===== config.mk =====
export PLATFORM = sky130hd
export DESIGN_NAME = fu_wb_arbiter
export DESIGN_NICKNAME = d
export VERILOG_FILES = /design/src/rtl/fu_wb_arbiter.sv
export SDC_FILE = /design/constraint.sdc
export NUM_CORES = 1
export LEC_CHECK = 0
export CELL_PAD_IN_SITES_DETAIL_PLACEMENT = 0
export CELL_PAD_IN_SITES_GLOBAL_PLACEMENT = 1
export CORE_UTILIZATION = 34
export CTS_CLUSTER_DIAMETER = 30
export CTS_CLUSTER_SIZE = 10
export DETAILED_ROUTE_END_ITERATION = 10
export PLACE_DENSITY_LB_ADDON = 0.08
export SYNTH_ARGS = -nofsm -noshare
export SYNTH_HDL_FRONTEND = slang
export SYNTH_SLANG_ARGS = --single-unit

===== constraint.sdc =====
create_clock -name clk -period 5.94 [get_ports clk]
set_input_delay 0.891 -clock clk [delete_from_list [all_inputs] [get_ports clk]]
set_output_delay 0.891 -clock clk [all_outputs]
set_load 0.05 [all_outputs]

===== src/rtl/fu_wb_arbiter.sv =====
// fu_wb_arbiter: write-back arbiter behind the functional units.
// Every FU finish pulse is latched into a per-FU holding slot. A round-robin
// arbiter commits one slot per cycle to the register-file write port and
// returns a one-hot done pulse to the scoreboard.
// Optional build macro FU_WB_BYPASS_EN: a finish into an empty slot competes
// in the same cycle's arbitration. If it wins, it is written with zero latency
// and is not latched.
// Ports:
//   clk, rst            clock; synchronous active-high reset
//   fu_finish/res/rd    per-FU completion pulse, 32-bit result, dest register
//   fu_hold             slot occupied (registered)
//   wb_en/addr/data     register-file write port
//   wb_done             one-hot commit indicator
//   wb_overflow         sticky: a finish overwrote an occupied, ungranted slot
module fu_wb_arbiter #(
    parameter int unsigned NUM_FU = 5,
    parameter int unsigned RD_W   = 5
) (
    input  logic                     clk,
    input  logic                     rst,
    input  logic [NUM_FU-1:0]        fu_finish,
    input  logic [NUM_FU*32-1:0]     fu_res,
    input  logic [NUM_FU*RD_W-1:0]   fu_rd,
    output logic [NUM_FU-1:0]        fu_hold,
    output logic                     wb_en,
    output logic [RD_W-1:0]          wb_addr,
    output logic [31:0]              wb_data,
    output logic [NUM_FU-1:0]        wb_done,
    output logic                     wb_overflow
);

    localparam int unsigned DATA_W = 32;
    localparam int unsigned PTR_W  = (NUM_FU > 1) ? $clog2(NUM_FU) : 1;

    logic [NUM_FU-1:0] valid_q, valid_d;
    logic [RD_W-1:0]   rd_q   [NUM_FU];
    logic [RD_W-1:0]   rd_d   [NUM_FU];
    logic [DATA_W-1:0] data_q [NUM_FU];
    logic [DATA_W-1:0] data_d [NUM_FU];
    logic [PTR_W-1:0]  rr_ptr_q, rr_ptr_d;
    logic              overflow_q, overflow_d;

    logic [NUM_FU-1:0] cand;
    logic [NUM_FU-1:0] gnt_vec;
    logic [NUM_FU-1:0] load_vec;
    logic [PTR_W-1:0]  scan_idx;
    logic [PTR_W-1:0]  gnt_idx;
    logic              gnt_found;
    logic [RD_W-1:0]   gnt_rd;
    logic [DATA_W-1:0] gnt_data;

    // Round-robin search starting at rr_ptr_q, wrapping NUM_FU-1 -> 0
    always_comb begin
        cand = valid_q;
`ifdef FU_WB_BYPASS_EN
        cand = valid_q | fu_finish;
`endif
        gnt_found = 1'b0;
        gnt_idx   = '0;
        scan_idx  = '0;
        gnt_vec   = '0;
        for (int k = 0; k < int'(NUM_FU); k++) begin
            scan_idx = PTR_W'((32'(rr_ptr_q) + 32'(k)) % NUM_FU);
            if (!gnt_found && cand[scan_idx]) begin
                gnt_found = 1'b1;
                gnt_idx   = scan_idx;
            end
        end
        if (gnt_found) begin
            gnt_vec[gnt_idx] = 1'b1;
        end
    end

    // Write-port mux from the granted slot (or the bypassed FU input)
    always_comb begin
        gnt_rd   = rd_q[gnt_idx];
        gnt_data = data_q[gnt_idx];
`ifdef FU_WB_BYPASS_EN
        if (!valid_q[gnt_idx]) begin
            gnt_rd   = fu_rd[32'(gnt_idx)*RD_W +: RD_W];
            gnt_data = fu_res[32'(gnt_idx)*DATA_W +: DATA_W];
        end
`endif
        wb_done = gnt_vec;
        wb_en   = 1'b0;
        wb_addr = '0;
        wb_data = '0;
        if (gnt_found) begin
            wb_en   = (gnt_rd != '0);
            wb_addr = gnt_rd;
            wb_data = gnt_data;
        end
    end

    // Slot update: commit clears, finish loads; a load into an occupied,
    // ungranted slot sets the sticky overflow flag
    always_comb begin
        valid_d    = valid_q;
        rd_d       = rd_q;
        data_d     = data_q;
        rr_ptr_d   = rr_ptr_q;
        overflow_d = overflow_q;
        load_vec   = fu_finish;
`ifdef FU_WB_BYPASS_EN
        // a bypassed result has already been written and is not latched
        load_vec = fu_finish & ~(gnt_vec & ~valid_q);
`endif
        if (gnt_found) begin
            rr_ptr_d = (gnt_idx == PTR_W'(NUM_FU - 1)) ? '0 : gnt_idx + PTR_W'(1);
        end
        for (int i = 0; i < int'(NUM_FU); i++) begin
            if (gnt_vec[i]) begin
                valid_d[i] = 1'b0;
            end
            if (load_vec[i]) begin
                valid_d[i] = 1'b1;
                rd_d[i]    = fu_rd[i*RD_W +: RD_W];
                data_d[i]  = fu_res[i*DATA_W +: DATA_W];
                if (valid_q[i] && !gnt_vec[i]) begin
                    overflow_d = 1'b1;
                end
            end
        end
    end

    always_ff @(posedge clk) begin
        if (rst) begin
            valid_q    <= '0;
            rr_ptr_q   <= '0;
            overflow_q <= 1'b0;
            for (int i = 0; i < int'(NUM_FU); i++) begin
                rd_q[i]   <= '0;
                data_q[i] <= '0;
            end
        end else begin
            valid_q    <= valid_d;
            rr_ptr_q   <= rr_ptr_d;
            overflow_q <= overflow_d;
            rd_q       <= rd_d;
            data_q     <= data_d;
        end
    end

    assign fu_hold     = valid_q;
    assign wb_overflow = overflow_q;

endmodule


Word-level counts from Yosys, hierarchy flattened
Cells that the tools add are included.

word-level totals
  register bits = 194
  bits of input ports = 192
  output and inout bits = 49
  word-level logic and storage cells = 115

cells by class
  add/sub/neg operators = 5
  div/mod/pow operators = 5
  $lt $le $gt $ge = 8
  equal/unequal tests = 1
  muxes and demuxes = 53
  bitwise logic cells = 1
  reductions and logical operators = 25

operators by type and width
  kind                                                               count
  modulo 32 x 3 -> 32 bit, second input constant                     4
  binary-select mux 32 bit (select 3 bit)                            1
  2-to-1 mux 32 bit                                                  3
  modulo 3 x 3 -> 32 bit, second input constant                      1
  2-to-1 mux 1 bit                                                   32
  < comparator 3 x 4 -> 1 bit, second input constant                 6
  2-to-1 mux 5 bit                                                   4
  2-to-1 mux 3 bit                                                   6
  binary-select mux 1 bit (select 3 bit)                             5
  binary-select mux 5 bit (select 3 bit)                             1
  logical AND 1 bit                                                  10
  nonzero test 2 bit                                                 5
  logical NOT 1 bit                                                  9
  adder 3 x 2 -> 4 bit, second input constant                        2
  nonzero test 5 bit                                                 1
  adder 3 x 1 -> 4 bit, second input constant                        1
  adder 3 x 3 -> 4 bit, second input constant                        1
  greater-or-equal comparator 4 bit, second input constant           1
  inverter 3 -> 4 bit                                                1
  adder 3 x 1 -> 3 bit, second input constant                        1
  demux 1 bit (select 3 bit)                                         1
  equality test 3 bit, second input constant                         1
  greater-or-equal comparator 3 x 1 -> 1 bit, second input constant  1

Depth between registers and ports, before layout
Gate-level depths: netlist (run 1).

  depth after elaboration = 33
  depth in mapped cells = 30
  depth with buffers taken out = 26

Worst setup path after synthesis (run 1)
Ideal clock, no wire load.

  kind = reg-to-output
  start = reg rr_ptr_q[0]
  end = out wb_data[25]
  data arrival time = 6.266 ns
  required time = 5.049 ns
  path slack = -1.217 ns
  cell stages (with the launch flop) = 25
  path buffers = 3
  cells stage by stage = dfxtp_1 -> buf_2 -> inv_1 -> clkbuf_1 -> ha_1 -> inv_1 -> ha_1 -> inv_1 -> ha_1 -> nor3_1 -> nor2_1 -> xnor2_1 -> inv_1 -> ha_1 -> o22ai_1 -> and2_1 -> a311o_1 -> nor3b_2 -> o21a_1 -> o221ai_2 -> clkbuf_1 -> nand2_1 -> a31oi_1 -> nor2_1 -> a311oi_1

on the way
  longest elaborated chain between the ends = 21
  elaborated cells between the ends (all ways) = 42
  those cells by class = add/sub: 4; div: 5; mux: 24; bitwise: 1; reduce/logical: 8

ends and longest elaborated chain
  item                                                                              RTL line  source
  start, declared                                                                   40        logic [PTR_W-1:0] rr_ptr_q, rr_ptr_d;
  start signal, assigned                                                            137       rr_ptr_q <= rr_ptr_d;
  parallel branches: the longest is 20 deep, another holds modulo 32 x 3 -> 32 bit  n/a
  2-to-1 mux 32 bit (*)                                                             88        if (gnt_found) begin
  end, declared                                                                     27        output logic [31:0] wb_data,

Every way passes the cells marked *. The select of a mux whose other input is x is not followed.

Worst setup path after layout (run 1)
  start = reg rr_ptr_q[1]
  end = out wb_data[31]

The elaborated chain is that of the path after synthesis.

==> results of run 1 <==
## tightest hold or removal path: stages (launching register included)
cell and delay (ns):
dfxtp_1 0.33, mux2i_1 0.06, nor2_1 0.07
## layout by cell type, fill, tap and decap left out, drive strengths merged, types with 10 or more instances in the layout
cell	count
a31oi	36
o21ai	17
buf	146
dfxtp	194
clkbuf	19
nand2	154
a311oi	32
nor3	12
mux2i	206
nand2b	10
inv	31
a21oi	24
clkdlybuf4s50	191
nor2	282
ha	20
## sequential cells by signal, summed over array words and instances (netlist names)
register and cells:
data_q 160, wb_overflow 1, fu_hold 5, rr_ptr_q 3, rd_q 25
## per-layer routing
layer | vias up | global-route usage, % | share of wire, %
li1 | 4774 | - | -
met1 | 4505 | 30.0 | 46
met2 | 237 | 37.7 | 46
met3 | 39 | 6.42 | 6.6
met4 | 6 | 5.14 | 1.3
met5 | - | 0 | 0.13
## cells in the mapped netlist (3+ instances only)
| cell | n |
|---|---|
| and4_1 | 4 |
| a31oi_1 | 36 |
| o21a_1 | 4 |
| clkbuf_1 | 61 |
| xnor2_1 | 8 |
| dfxtp_1 | 194 |
| a21o_1 | 4 |
| o211a_1 | 3 |
| buf_1 | 14 |
| o21ai_1 | 4 |
| and3_1 | 3 |
| nor3_1 | 12 |
| inv_1 | 23 |
| a211oi_1 | 3 |
| nand3_1 | 9 |
| nand3b_1 | 5 |
| nand4_1 | 3 |
| nor2b_1 | 9 |
| o211ai_1 | 5 |
| mux2i_1 | 204 |
| nor2_1 | 281 |
| nand2b_1 | 10 |
| a21oi_1 | 23 |
| ha_1 | 20 |
| o22ai_1 | 7 |
| buf_2 | 17 |
| a311oi_1 | 32 |
| nand4b_1 | 3 |
| nand2_1 | 154 |
| o21ai_0 | 11 |
| nor3b_1 | 4 |
## worst paths after layout
check	from	to	cells after the start
max	rr_ptr_q[1]	wb_data[31]	27
min	data_q[49]	data_q[49]	2
max reg2reg	rr_ptr_q[1]	rr_ptr_q[2]	28
min reg2reg	data_q[49]	data_q[49]	2
## per-stage QoR
stage | cells | setup TNS (ns) | hold WS, ns | utilization (%) | cell area [um^2]
floorplan | 1227 | 0 | 0.454 | - | 10800
global placement | 1813 | 0 | 0.472 | 48.1 | 14200
detailed placement | 1813 | 0 | 0.478 | 48.1 | 14200
CTS | 1879 | 0 | 0.497 | 52.0 | 15400
global route | 1894 | -0.176 | 0.519 | 53.3 | 15800
finish | 1895 | 0 | 0.495 | 53.3 | 15800
## final cells by class
class,instances,share of cell area (%)
Antenna cell,2,0.0318
Clock buffer,18,2.72
Clock inverter,14,0.921
Inverter,25,0.707
Multi-Input combinational cell,913,43.6
Sequential cell,194,24.7
Tap cell,390,3.10
Timing Repair Buffer,339,24.2
## logic make-up after synthesis
| kind of cell | Yosys count |
|---|---|
| flip-flops | 194 |
| AO/OA/AOI/OAI | 161 |
| adder cells (fa/ha/maj) | 20 |
| XOR/XNOR | 10 |
| buffers and inverters | 121 |
| AND/OR/NAND/NOR | 513 |
| multiplexers | 208 |
## repair_timing
| action | in CTS | in global routing |
|---|---|---|
| resized for setup | 55 | 64 |
| setup endpoints to repair | 41 | 41 |
| setup buffers | 30 | 15 |
| cloned | 4 | 1 |
| pin swaps | 24 | 37 |
==> metrics.md, run 1 <==
| Metric | Value |
|---|---|
| Status | `finished clean` |
| Bufs on Longest Clock Path | `2` |
| Area delta synth->final | `54.5%` |
| Die width | `175 um` |
| HPWL reported at the end of detailed placement | `22900 um` |
| First-pass GRT wire length | `54800 um` |
| Mux contribution to synthesized area | `20.7%` |
| Rel. slew slack | `25.5%` |
| RSZ-0062 raised after global routing | `yes` |
| Critical-path maximum fanout | `8` |
| Final Cycle Share | `97.5%` |
| GPL Wtd Cong | `between 0.8 and 0.9` |
| WL/cell | `between 15 and 20 um` |
| Area occupied by multi-input gates | `approximately 0.007 mm^2` |
| Share of cells above drive strength 1 | `19.9%` |
| Number of fill cells | `2756` |
| Iter 0 DRT Violations | `560` |
| CP required | `a little over 5 ns` |
| Vias post-DR | `between 9000 and 10000` |
| Largest net degree at the start of global routing | `140` |
| Max stage delay on crit path | `0.40 ns` |
| Post-synthesis sequential area ratio | `38.1%` |
| Min-delay worst type | `reg -> reg` |
| Crit path buffers/inverters | `10` |
| Critical path startpoint category | `register` |
| Synthesis Warnings | `0` |
| Area contributors post-synth | `dfxtp_1 (38%), mux2i_1 (20%), nor2_1 (10%)` |
| Compound-Gate Fraction of Synth Area | `11.7%` |
| H-tree depth | `4` |
| Clk Latency, worst-skew pair | `0.44 ns` |
| Crit end category | `output pin` |
| Largest family of logic cells by synthesized area | `simple AND/OR/NAND/NOR gates` |
| Final setup viols | `0` |
| Clock transition at path regs | `0.08 ns` |
| DRC | `0` |
| Share of flip-flops with an asynchronous set or reset | `0%` |
| Vias in the first global route | `9627` |
| Most used cell, CP | `ha_4` |
| Detailed Routing Iterations Pass 1 | `7` |
| IO Pins | `241` |
| Clock Sinks | `194` |
| Via density | `5.05` |
| Final min period | `5.79 ns` |
| Post-Syn Area | `0.0102 mm^2` |
| # rows | `63` |
| Synth Register Bits | `194` |
| GR Util All Layers | `23.0%` |
| Post-Synth Simple-Gate Area | `21.2%` |
| CTS root buf | `clkbuf_16` |
| Worst-Margin Slew | `around 1.1 ns` |
| Post-Syn Instances | `1227` |
| Synth cell types | `74` |
| Synth area leader | `dfxtp_1` |
| Slew Limit Fails | `0` |
| Antenna violations before repair | `6` |
| Top cell type's share of synthesized area | `38.1%` |
| Core Region | `0.0296 mm^2` |
| Worst R2R Setup Slack | `1.41 ns` |
| Max Freq | `approximately 170 MHz` |
| Routed WL | `between 30000 and 40000 um` |
| Crit Path Class | `reg -> out` |
| Mapped Avg Cell Area | `around 8.3 um^2` |
| Hold Fails Final Rpt | `0` |
| Worst slack, placed | `0.0510 ns` |
| Antenna viol nets, final | `0` |
| Post-synth EDFFs | `0` |
| Gr ovfl total | `0` |
| Maxcap violations | `0` |
| CTS Buf Count | `17` |
| Crit-path leading delay family | `compound AO/OA/AOI/OAI gates` |
| Die area | `between 0.03 and 0.04 mm^2` |
| Hold_buf cts | `0` |
| Port bufs | `240` |
| Final setup skew | `0.00722 ns` |
| Register area | `approximately 0.0039 mm^2` |
| Post-Syn Nets | `1439` |
| Critical Path AT | `4.90 ns` |
| CTS tree | `done` |
| Xor/xnor cell area share of the yosys netlist | `1.04%` |
| Slowest cell on crit path | `a311oi_4` |
| Setup ws final | `0.150 ns` |
| Initial Util | `34.5%` |
| Nets | `around 1700` |
| Post-Synth Adder-Cell Area | `2.45%` |
| Main synth FF type | `dfxtp_1` |
| Chip Height | `~180 um` |
Power of run 1 is not shown: default switching activity piles up to over one toggle a cycle in this logic, so the estimate is an artifact.
==> run 2, diff against run 1 <==
Settings changed: ABC_CLOCK_PERIOD_IN_PS from default to 5940, CAP_MARGIN from default to 5.
==> results of run 2 <==
The final DEF is identical to that of run 1; final timing and power are the same.
Power of run 2 is left out for the same reason.
